===== src/rtl/logic_pipe_nbit.sv =====
// Elastic N-stage bitwise function unit: one of seven gate functions per
// transaction, carried through STAGES valid/ready register stages with full backpressure.
module logic_pipe_nbit #(
  parameter int WIDTH  = 32,
  parameter int STAGES = 2
) (
  input  logic             clk,
  input  logic             rst_n,
  input  logic             in_valid,
  output logic             in_ready,
  input  logic [2:0]       op,
  input  logic [WIDTH-1:0] a,
  input  logic [WIDTH-1:0] b,
  output logic             out_valid,
  input  logic             out_ready,
  output logic [WIDTH-1:0] result,
  output logic             zero,
  output logic             op_err,
  output logic [2:0]       count
);

  typedef enum logic [2:0] {
    OP_AND  = 3'b000,
    OP_NAND = 3'b001,
    OP_OR   = 3'b010,
    OP_NOR  = 3'b011,
    OP_XOR  = 3'b100,
    OP_XNOR = 3'b101,
    OP_NOTA = 3'b110,
    OP_RSVD = 3'b111
  } op_e;

  logic [WIDTH-1:0]  func_result;
  logic              func_zero;
  logic              func_err;

  logic [STAGES-1:0] stage_valid;
  logic [STAGES-1:0] stage_zero;
  logic [STAGES-1:0] stage_err;
  logic [WIDTH-1:0]  stage_result [STAGES];

  logic [STAGES-1:0] stage_ready;
  logic [STAGES-1:0] stage_load;
  logic [STAGES-1:0] stage_leave;
  logic [STAGES-1:0] stage_in_zero;
  logic [STAGES-1:0] stage_in_err;
  logic [WIDTH-1:0]  stage_in_result [STAGES];

  logic              accept;
  logic              emit;

  // Flags are derived here at capture so later stages only transport them.
  always_comb begin
    func_result = '0;
    func_err    = 1'b0;
    case (op)
      OP_AND:  func_result = a & b;
      OP_NAND: func_result = ~(a & b);
      OP_OR:   func_result = a | b;
      OP_NOR:  func_result = ~(a | b);
      OP_XOR:  func_result = a ^ b;
      OP_XNOR: func_result = ~(a ^ b);
      OP_NOTA: func_result = ~a;
      OP_RSVD: func_err    = 1'b1;
      default: func_err    = 1'b1;
    endcase
  end

  assign func_zero = (func_result == '0);

  for (genvar k = 0; k < STAGES; k++) begin : g_stage
    // A stage can take new data if out_ready is high or any stage from here
    // to the output is empty; this is the unrolled form of the ready chain.
    assign stage_ready[k] = out_ready || !(&stage_valid[STAGES-1:k]);

    if (k == 0) begin : g_first
      assign stage_load[k]      = in_valid && stage_ready[k];
      assign stage_in_result[k] = func_result;
      assign stage_in_zero[k]   = func_zero;
      assign stage_in_err[k]    = func_err;
    end else begin : g_next
      assign stage_load[k]      = stage_valid[k-1] && stage_ready[k];
      assign stage_in_result[k] = stage_result[k-1];
      assign stage_in_zero[k]   = stage_zero[k-1];
      assign stage_in_err[k]    = stage_err[k-1];
    end

    if (k == STAGES-1) begin : g_last
      assign stage_leave[k] = stage_valid[k] && out_ready;
    end else begin : g_inner
      assign stage_leave[k] = stage_valid[k] && stage_ready[k+1];
    end
  end

  // Payload registers only change on load, so the output holds its last
  // value after out_valid drops.
  always_ff @(posedge clk or negedge rst_n) begin
    if (!rst_n) begin
      stage_valid <= '0;
      stage_zero  <= '0;
      stage_err   <= '0;
      for (int k = 0; k < STAGES; k++) begin
        stage_result[k] <= '0;
      end
    end else begin
      for (int k = 0; k < STAGES; k++) begin
        if (stage_load[k]) begin
          stage_valid[k]  <= 1'b1;
          stage_result[k] <= stage_in_result[k];
          stage_zero[k]   <= stage_in_zero[k];
          stage_err[k]    <= stage_in_err[k];
        end else if (stage_leave[k]) begin
          stage_valid[k]  <= 1'b0;
        end
      end
    end
  end

  assign accept = in_valid && in_ready;
  assign emit   = out_valid && out_ready;

  always_ff @(posedge clk or negedge rst_n) begin
    if (!rst_n) begin
      count <= 3'd0;
    end else begin
      case ({accept, emit})
        2'b10:   count <= count + 3'd1;
        2'b01:   count <= count - 3'd1;
        default: count <= count;
      endcase
    end
  end

  assign in_ready  = stage_ready[0];
  assign out_valid = stage_valid[STAGES-1];
  assign result    = stage_result[STAGES-1];
  assign zero      = stage_zero[STAGES-1];
  assign op_err    = stage_err[STAGES-1];

endmodule


===== config.mk =====
export PLATFORM = sky130hd
export DESIGN_NAME = logic_pipe_nbit
export DESIGN_NICKNAME = d
export VERILOG_FILES = /design/src/rtl/logic_pipe_nbit.sv
export SDC_FILE = /design/constraint.sdc
export NUM_CORES = 1
export LEC_CHECK = 0
export CAP_MARGIN = 25
export CORE_ASPECT_RATIO = 1.5
export CORE_MARGIN = 3
export CORE_UTILIZATION = 45
export DETAILED_ROUTE_END_ITERATION = 7
export HOLD_SLACK_MARGIN = 0.05
export PLACE_DENSITY = 0.78
export SLEW_MARGIN = 5
export SYNTH_ARGS = -nofsm -noshare
export SYNTH_HDL_FRONTEND = slang
export SYNTH_SLANG_ARGS = --single-unit

===== constraint.sdc =====
create_clock -name clk -period 2.95 [get_ports clk]
set_input_delay 0.7375 -clock clk [delete_from_list [all_inputs] [get_ports clk]]
set_output_delay 0.7375 -clock clk [all_outputs]
set_load 0.03 [all_outputs]

==> run_results.csv, run 1 <==
group,metric,value,unit
grt,grt.overflow.total,0,
clock_network,cts_tree,"yes",
yosys,yosys_most_used_dff,"dfrtp_1",
drt,wl,16200,um
layout,finalNonFillerCells,922,
setup_path,crit_cells,10,
timing,rsz0062_at_grt,"no",
timing,fmax,352,MHz
clock_network,cts_root_buffer,"clkbuf_16",
clock_network,clock_sink_count,73,
floorplanning,die_y,146,um
timing,setup_violations,0,
power_and_ir_drop,powerDensity,561,mW/mm2
layout,area_delta_synth_final,28.2,%
setup_path,reg2reg_to,"count[2]",
placed_design,place_inst,906,
timing,hold_violations,0,
setup_path,cp_slowest_cell,"clkdlybuf4s50_1",
yosys,synth_seq_area_share,0.313,
grt,grt_usage,0.225,
setup_path,critPathMostFrequentCell,"nand4_1",
timing,final.setup.tns,0,ns
grt,antenna_found_initial,0,
layout,multi_input_area,0.00351,mm2
yosys,syn_area_per_cell,9.03,um2
setup_path,crit_family,"compound AO/OA/AOI/OAI gates",
clock_network,clk_pin_slew_worst_paths,0.06,ns
drt,viasPerCell,5.54,
timing,tightest_slew,0.732,ns
setup_path,crit_end,"stage_zero[0]",
floorplanning,core_area,0.0126,mm2
clock_network,cts_resized,0,
yosys,async_flop_share,1.00,
layout,n_antenna_cell,0,
clock_network,postCtsHoldBufs,0,
clock_network,cts_setup_buffers,0,
setup_path,path_cells,"clkdlybuf4s50_1, inv_1, ha_1, xor2_1, a2bb2oi_1, a221o_1, nand4_1, nor4_1, nand4_1, o31ai_1",
run,cap_violations,0,
setup_path,crit_start,"a[15]",
setup_path,critPathMaxFanout,3,
power_and_ir_drop,vdd_ir_drop_max,0.423,mV
layout,final_common_cell,"clkdlybuf4s50_1",
layout,seq_area,0.00183,mm2
yosys,yosysUniqueCellTypes,56,
layout,drive_gt1_frac,0.142,
yosys,synth_edf_count,0,
drt,drc_errors,0,
yosys,yosys_warnings,0,
layout,final_util,0.596,
setup_path,r2r_start,"stage_valid[1]",
placed_design,dp_hpwl,12700,um
placed_design,io_buffer_count,109,
clock_network,cts_buffers,9,
drt,vias,5105,
setup_path,critical_path_required,3.18,ns
timing,min_period,2.84,ns
grt,grt_start_max_net_pins,74,
grt,first_global_vias,5114,
setup_path,end_kind,"flip-flop",
power_and_ir_drop,power.total,4.21,mW
setup_path,path_class,"in -> reg",
timing,post-route-period-util,0.964,
floorplanning,num_rows,50,
setup_path,crit_path_start_kind,"input pin",
clock_network,insertion_delay,0.33,ns
drt,drtIter0Drc,233,
timing,finalClockSkew,0.00466,ns
setup_path,cpPeakStageDelay,0.51,ns
drt,ant_nets,0,
clock_network,cts_buffer_depth,2,
layout,layout_common_cells,"clkdlybuf4s50_1 (105), dfrtp_1 (73), inv_1 (69)",
hold_path,hold_path_class,"in -> async",
placed_design,gp_congestion,0.883,
timing,maxSlewHeadroom,0.506,
yosys,synthCells,647,
layout,final_nets,898,
setup_path,critPathBufInv,2,
layout,fill_cells,1129,
yosys,ys_seq_elements,73,
status,status,"finished, final reports clean",
yosys,netlist_area,0.00584,mm2
clock_network,htreeDepth,3,
setup_path,reg2reg_slack,0.94,ns
grt,grt_pass1_wl,25900,um
floorplanning,dieArea,0.0144,mm2
timing,maxSlewViolCount,0,
floorplanning,start_util,0.465,
drt,wl_per_cell,17.5,um
power_and_ir_drop,leakagePower,3.45,nW
setup_path,crit_arrival,3.07,ns
drt,firstDrtPassIters,5,
floorplanning,die_w,99.0,um
floorplanning,ios,110,
setup_path,r2r_cells,8,
yosys,synth_nets,784,
## Yosys cell counts, types with 7 or more instances
master,n,area [um2]
mux2_2,48,541
dfrtp_1,73,1830
ha_1,65,813
o21ai_0,59,295
clkbuf_1,13,48.8
buf_2,14,70.1
nand2_1,46,173
a22oi_1,8,60.1
xor2_1,20,175
xnor2_1,34,298
nand2b_1,7,43.8
o22ai_1,12,75.1
inv_1,69,259
o221ai_1,10,87.6
buf_6,7,78.8
a21oi_1,30,150
nor2_1,36,135
## metrics by stage
step / cell area, um2 / setup WS (ns) / hold slack [ns]
after CTS: 7480 / 0.125 / 0.425
final: 7490 / 0.107 / 0.418
after global routing: 7490 / 0.0271 / 0.449
after floorplan: 5840 / 0.0540 / 0.442
after detailed placement: 7150 / -0.222 / 0.456
after global placement: 7150 / -0.0820 / 0.457
## state kept, by name, summed over array words and instances (netlist names)
name,cells
stage_err,2
stage_zero,2
count,3
result,32
stage_in_result,32
stage_valid,2
## kinds of logic (layout without fill, tap and decap cells)
logic type      count (synthesis)  after routing  synth area share
compound gates                158            158             0.169
xor+xnor                       54             54            0.0809
fa+ha+maj                      66             66             0.143
buf+inv                       112            231            0.0878
flops                          73             73             0.313
mux                            53             53             0.101
simple gates                  131            131             0.106
## final cells by class
| class | count | share of cell area |
|---|---|---|
| Inverter | 71 | 0.0356 |
| Sequential cell | 73 | 0.244 |
| Tap cell | 156 | 0.0261 |
| Timing Repair Buffer | 144 | 0.182 |
| Clock inverter | 5 | 0.0104 |
| Multi-Input combinational cell | 462 | 0.469 |
| Clock buffer | 11 | 0.0337 |
## metal layers
| layer | up-vias | global-route usage | share of wire |
|---|---|---|---|
| li1 | 2461 | - | - |
| met1 | 2457 | 0.271 | 0.40 |
| met2 | 156 | 0.400 | 0.52 |
| met3 | 31 | 0.0302 | 0.047 |
| met4 | 0 | 0.0889 | 0.030 |
| met5 | - | 0 | 0 |
## worst min path at each step
| stage | from | to | slack (ns) | cells past startpoint |
|---|---|---|---|---|
| after global routing | rst_n | result[28] | 0.45 | 2 |
| final | rst_n | result[28] | 0.42 | 2 |
| after CTS | rst_n | result[28] | 0.43 | 2 |
| after global placement | count[2] | count[2] | 0.46 | 1 |
| after floorplan | rst_n | count[0] | 0.44 | 0 |
| after detailed placement | count[2] | count[2] | 0.46 | 1 |
## where the power goes
group	switching (mW)	internal, mW	total [mW]
clock network	0.391	0.782	1.17
logic	0.884	0.759	1.64
registers	0.144	1.25	1.39
No activity file was read; power rests on OpenSTA's default activity.
==> run 2, diff against run 1 <==
- MAX_ROUTING_LAYER: unset -> met4
==> run 2 against run 1 <==
Net effect:
- sequential power is essentially flat
- via count up 0.90%
- register-to-register slack better by 0.10 ns
- sequential share of layout area down 0.21 points
- wire length grew 1.2%
- hold slack worse by 0.058 ns
- combinational power barely moved
- cell area increased by 0.85%
- first-iteration DRC count fell by 6.0%
- clock-buffer cell count fell by 2
- critical path depth fell by 7
==> run_results.csv, run 2 (synthesis results as in run 1) <==
group,metric,value,unit
clock_network,cts_resized,0,
drt,maxUsedRoutingLayer,"met4",
layout,final_nets,901,
clock_network,htreeDepth,3,
drt,firstDrtPassIters,5,
floorplanning,num_rows,50,
layout,fill_cells,1116,
timing,final.setup.tns,0,ns
drt,vias,5151,
timing,min_period,2.80,ns
timing,fmax,357,MHz
grt,grt_usage,0.234,
clock_network,cts_buffers,9,
setup_path,end_kind,"output port",
clock_network,insertion_delay,0.32,ns
floorplanning,die_y,146,um
grt,antenna_found_initial,0,
floorplanning,ios,110,
timing,post-route-period-util,0.951,
grt,first_global_vias,5238,
drt,drtIter0Drc,219,
grt,grt.overflow.total,0,
layout,seq_area,0.00183,mm2
run,cap_violations,0,
layout,n_antenna_cell,0,
hold_path,hold_path_class,"in -> async",
setup_path,critPathMaxFanout,3,
timing,timing.hold.ws,0.360,ns
clock_network,cts_root_buffer,"clkbuf_16",
power_and_ir_drop,powerDensity,574,mW/mm2
clock_network,clk_pin_slew_worst_paths,0.06,ns
drt,drc_errors,0,
placed_design,gp_congestion,0.924,
drt,wl,16300,um
drt,met3WireLength,609,um
floorplanning,die_w,99.0,um
layout,drive_gt1_frac,0.146,
timing,maxSlewViolCount,0,
drt,wl_per_cell,17.7,um
timing,maxSlewHeadroom,0.503,
setup_path,reg2reg_slack,1.04,ns
layout,layout_common_cells,"clkdlybuf4s50_1 (105), dfrtp_1 (73), inv_1 (69)",
grt,grt_pass1_wl,26200,um
status,status,"finished, final reports clean",
setup_path,crit_path_start_kind,"input pin",
clock_network,postCtsHoldBufs,0,
drt,viasPerCell,5.57,
layout,final_common_cell,"clkdlybuf4s50_1",
layout,multi_input_area,0.00350,mm2
floorplanning,core_area,0.0126,mm2
placed_design,place_area,0.00719,mm2
drt,ant_nets,0,
clock_network,clock_sink_count,73,
layout,area_delta_synth_final,29.3,%
power_and_ir_drop,leakagePower,3.49,nW
timing,setup_violations,0,
layout,final_util,0.601,
floorplanning,dieArea,0.0144,mm2
drt,wl_met2,8580,um
grt,grt_start_max_net_pins,36,
clock_network,cts_buffer_depth,2,
floorplanning,start_util,0.465,
timing,finalClockSkew,0.00507,ns
placed_design,io_buffer_count,109,
power_and_ir_drop,vdd_ir_drop_max,0.312,mV
clock_network,cts_tree,"yes",
setup_path,critical_path_required,2.21,ns
placed_design,place_inst,909,
drt,met1_length,6600,um
layout,stdcell_area,0.00756,mm2
setup_path,path_class,"in -> out",
layout,finalNonFillerCells,925,
setup_path,crit_arrival,2.07,ns
timing,tightest_slew,0.736,ns
timing,rsz0062_at_grt,"no",
timing,hold_violations,0,
placed_design,dp_hpwl,12900,um
clock_network,cts_setup_buffers,0,
run 2: cell types whose count changed in the layout (fill, tap and decap cells not counted):
| cell | before | now |
|---|---|---|
| o31ai_4 | 1 | 0 |
| buf_12 | 2 | 3 |
| bufinv_16 | 2 | 4 |
| clkinv_2 | 2 | 1 |
| clkinv_4 | 0 | 2 |
| buf_4 | 34 | 36 |
| clkbuf_8 | 2 | 0 |
| clkinvlp_4 | 1 | 0 |
| o31ai_2 | 0 | 1 |
run 2: layer usage:
layer | vias up | global-route usage
met2 | 158 | 0.404
met5 | - | -
li1 | 2473 | -
met3 | 34 | 0.0221
met4 | 0 | 0.0964
met1 | 2486 | 0.274
run 2: worst paths after layout:
check	startpoint	to	depth (start not counted)
worst min-delay path	rst_n	result[1]	1
worst min register to register	count[2]	count[2]	1
worst max register to register	stage_valid[1]	count[2]	8
max in group asynchronous	rst_n	result[24]	2
min in group clk	count[2]	count[2]	1
worst max-delay path	out_ready	in_ready	3
run 2: layout make-up:
type / count / share of cell area
Clock buffer: 9 / 0.0298
Clock inverter: 7 / 0.0189
Inverter: 71 / 0.0353
Multi-Input combinational cell: 462 / 0.464
Sequential cell: 73 / 0.242
Tap cell: 156 / 0.0258
Timing Repair Buffer: 147 / 0.185
run 2: worst max-delay path, stage by stage:
cell and delay [ns]:
clkdlybuf4s50_1 0.48, nand3b_1 0.16, clkdlybuf4s50_1 0.69
run 2: metrics by stage:
step           setup WS [ns]  total power, mW
3_5_place_dp          -0.132             3.05
6_report               0.145             4.34
4_1_cts                0.151             4.38
5_1_grt               0.0124             4.56
3_3_place_gp         -0.0525             2.99
2_1_floorplan         0.0540             2.35
run 2: power by group:
group,internal [mW],switching [mW],total [mW]
clock,0.912,0.394,1.31
combinational,0.761,0.882,1.64
sequential,1.25,0.142,1.39
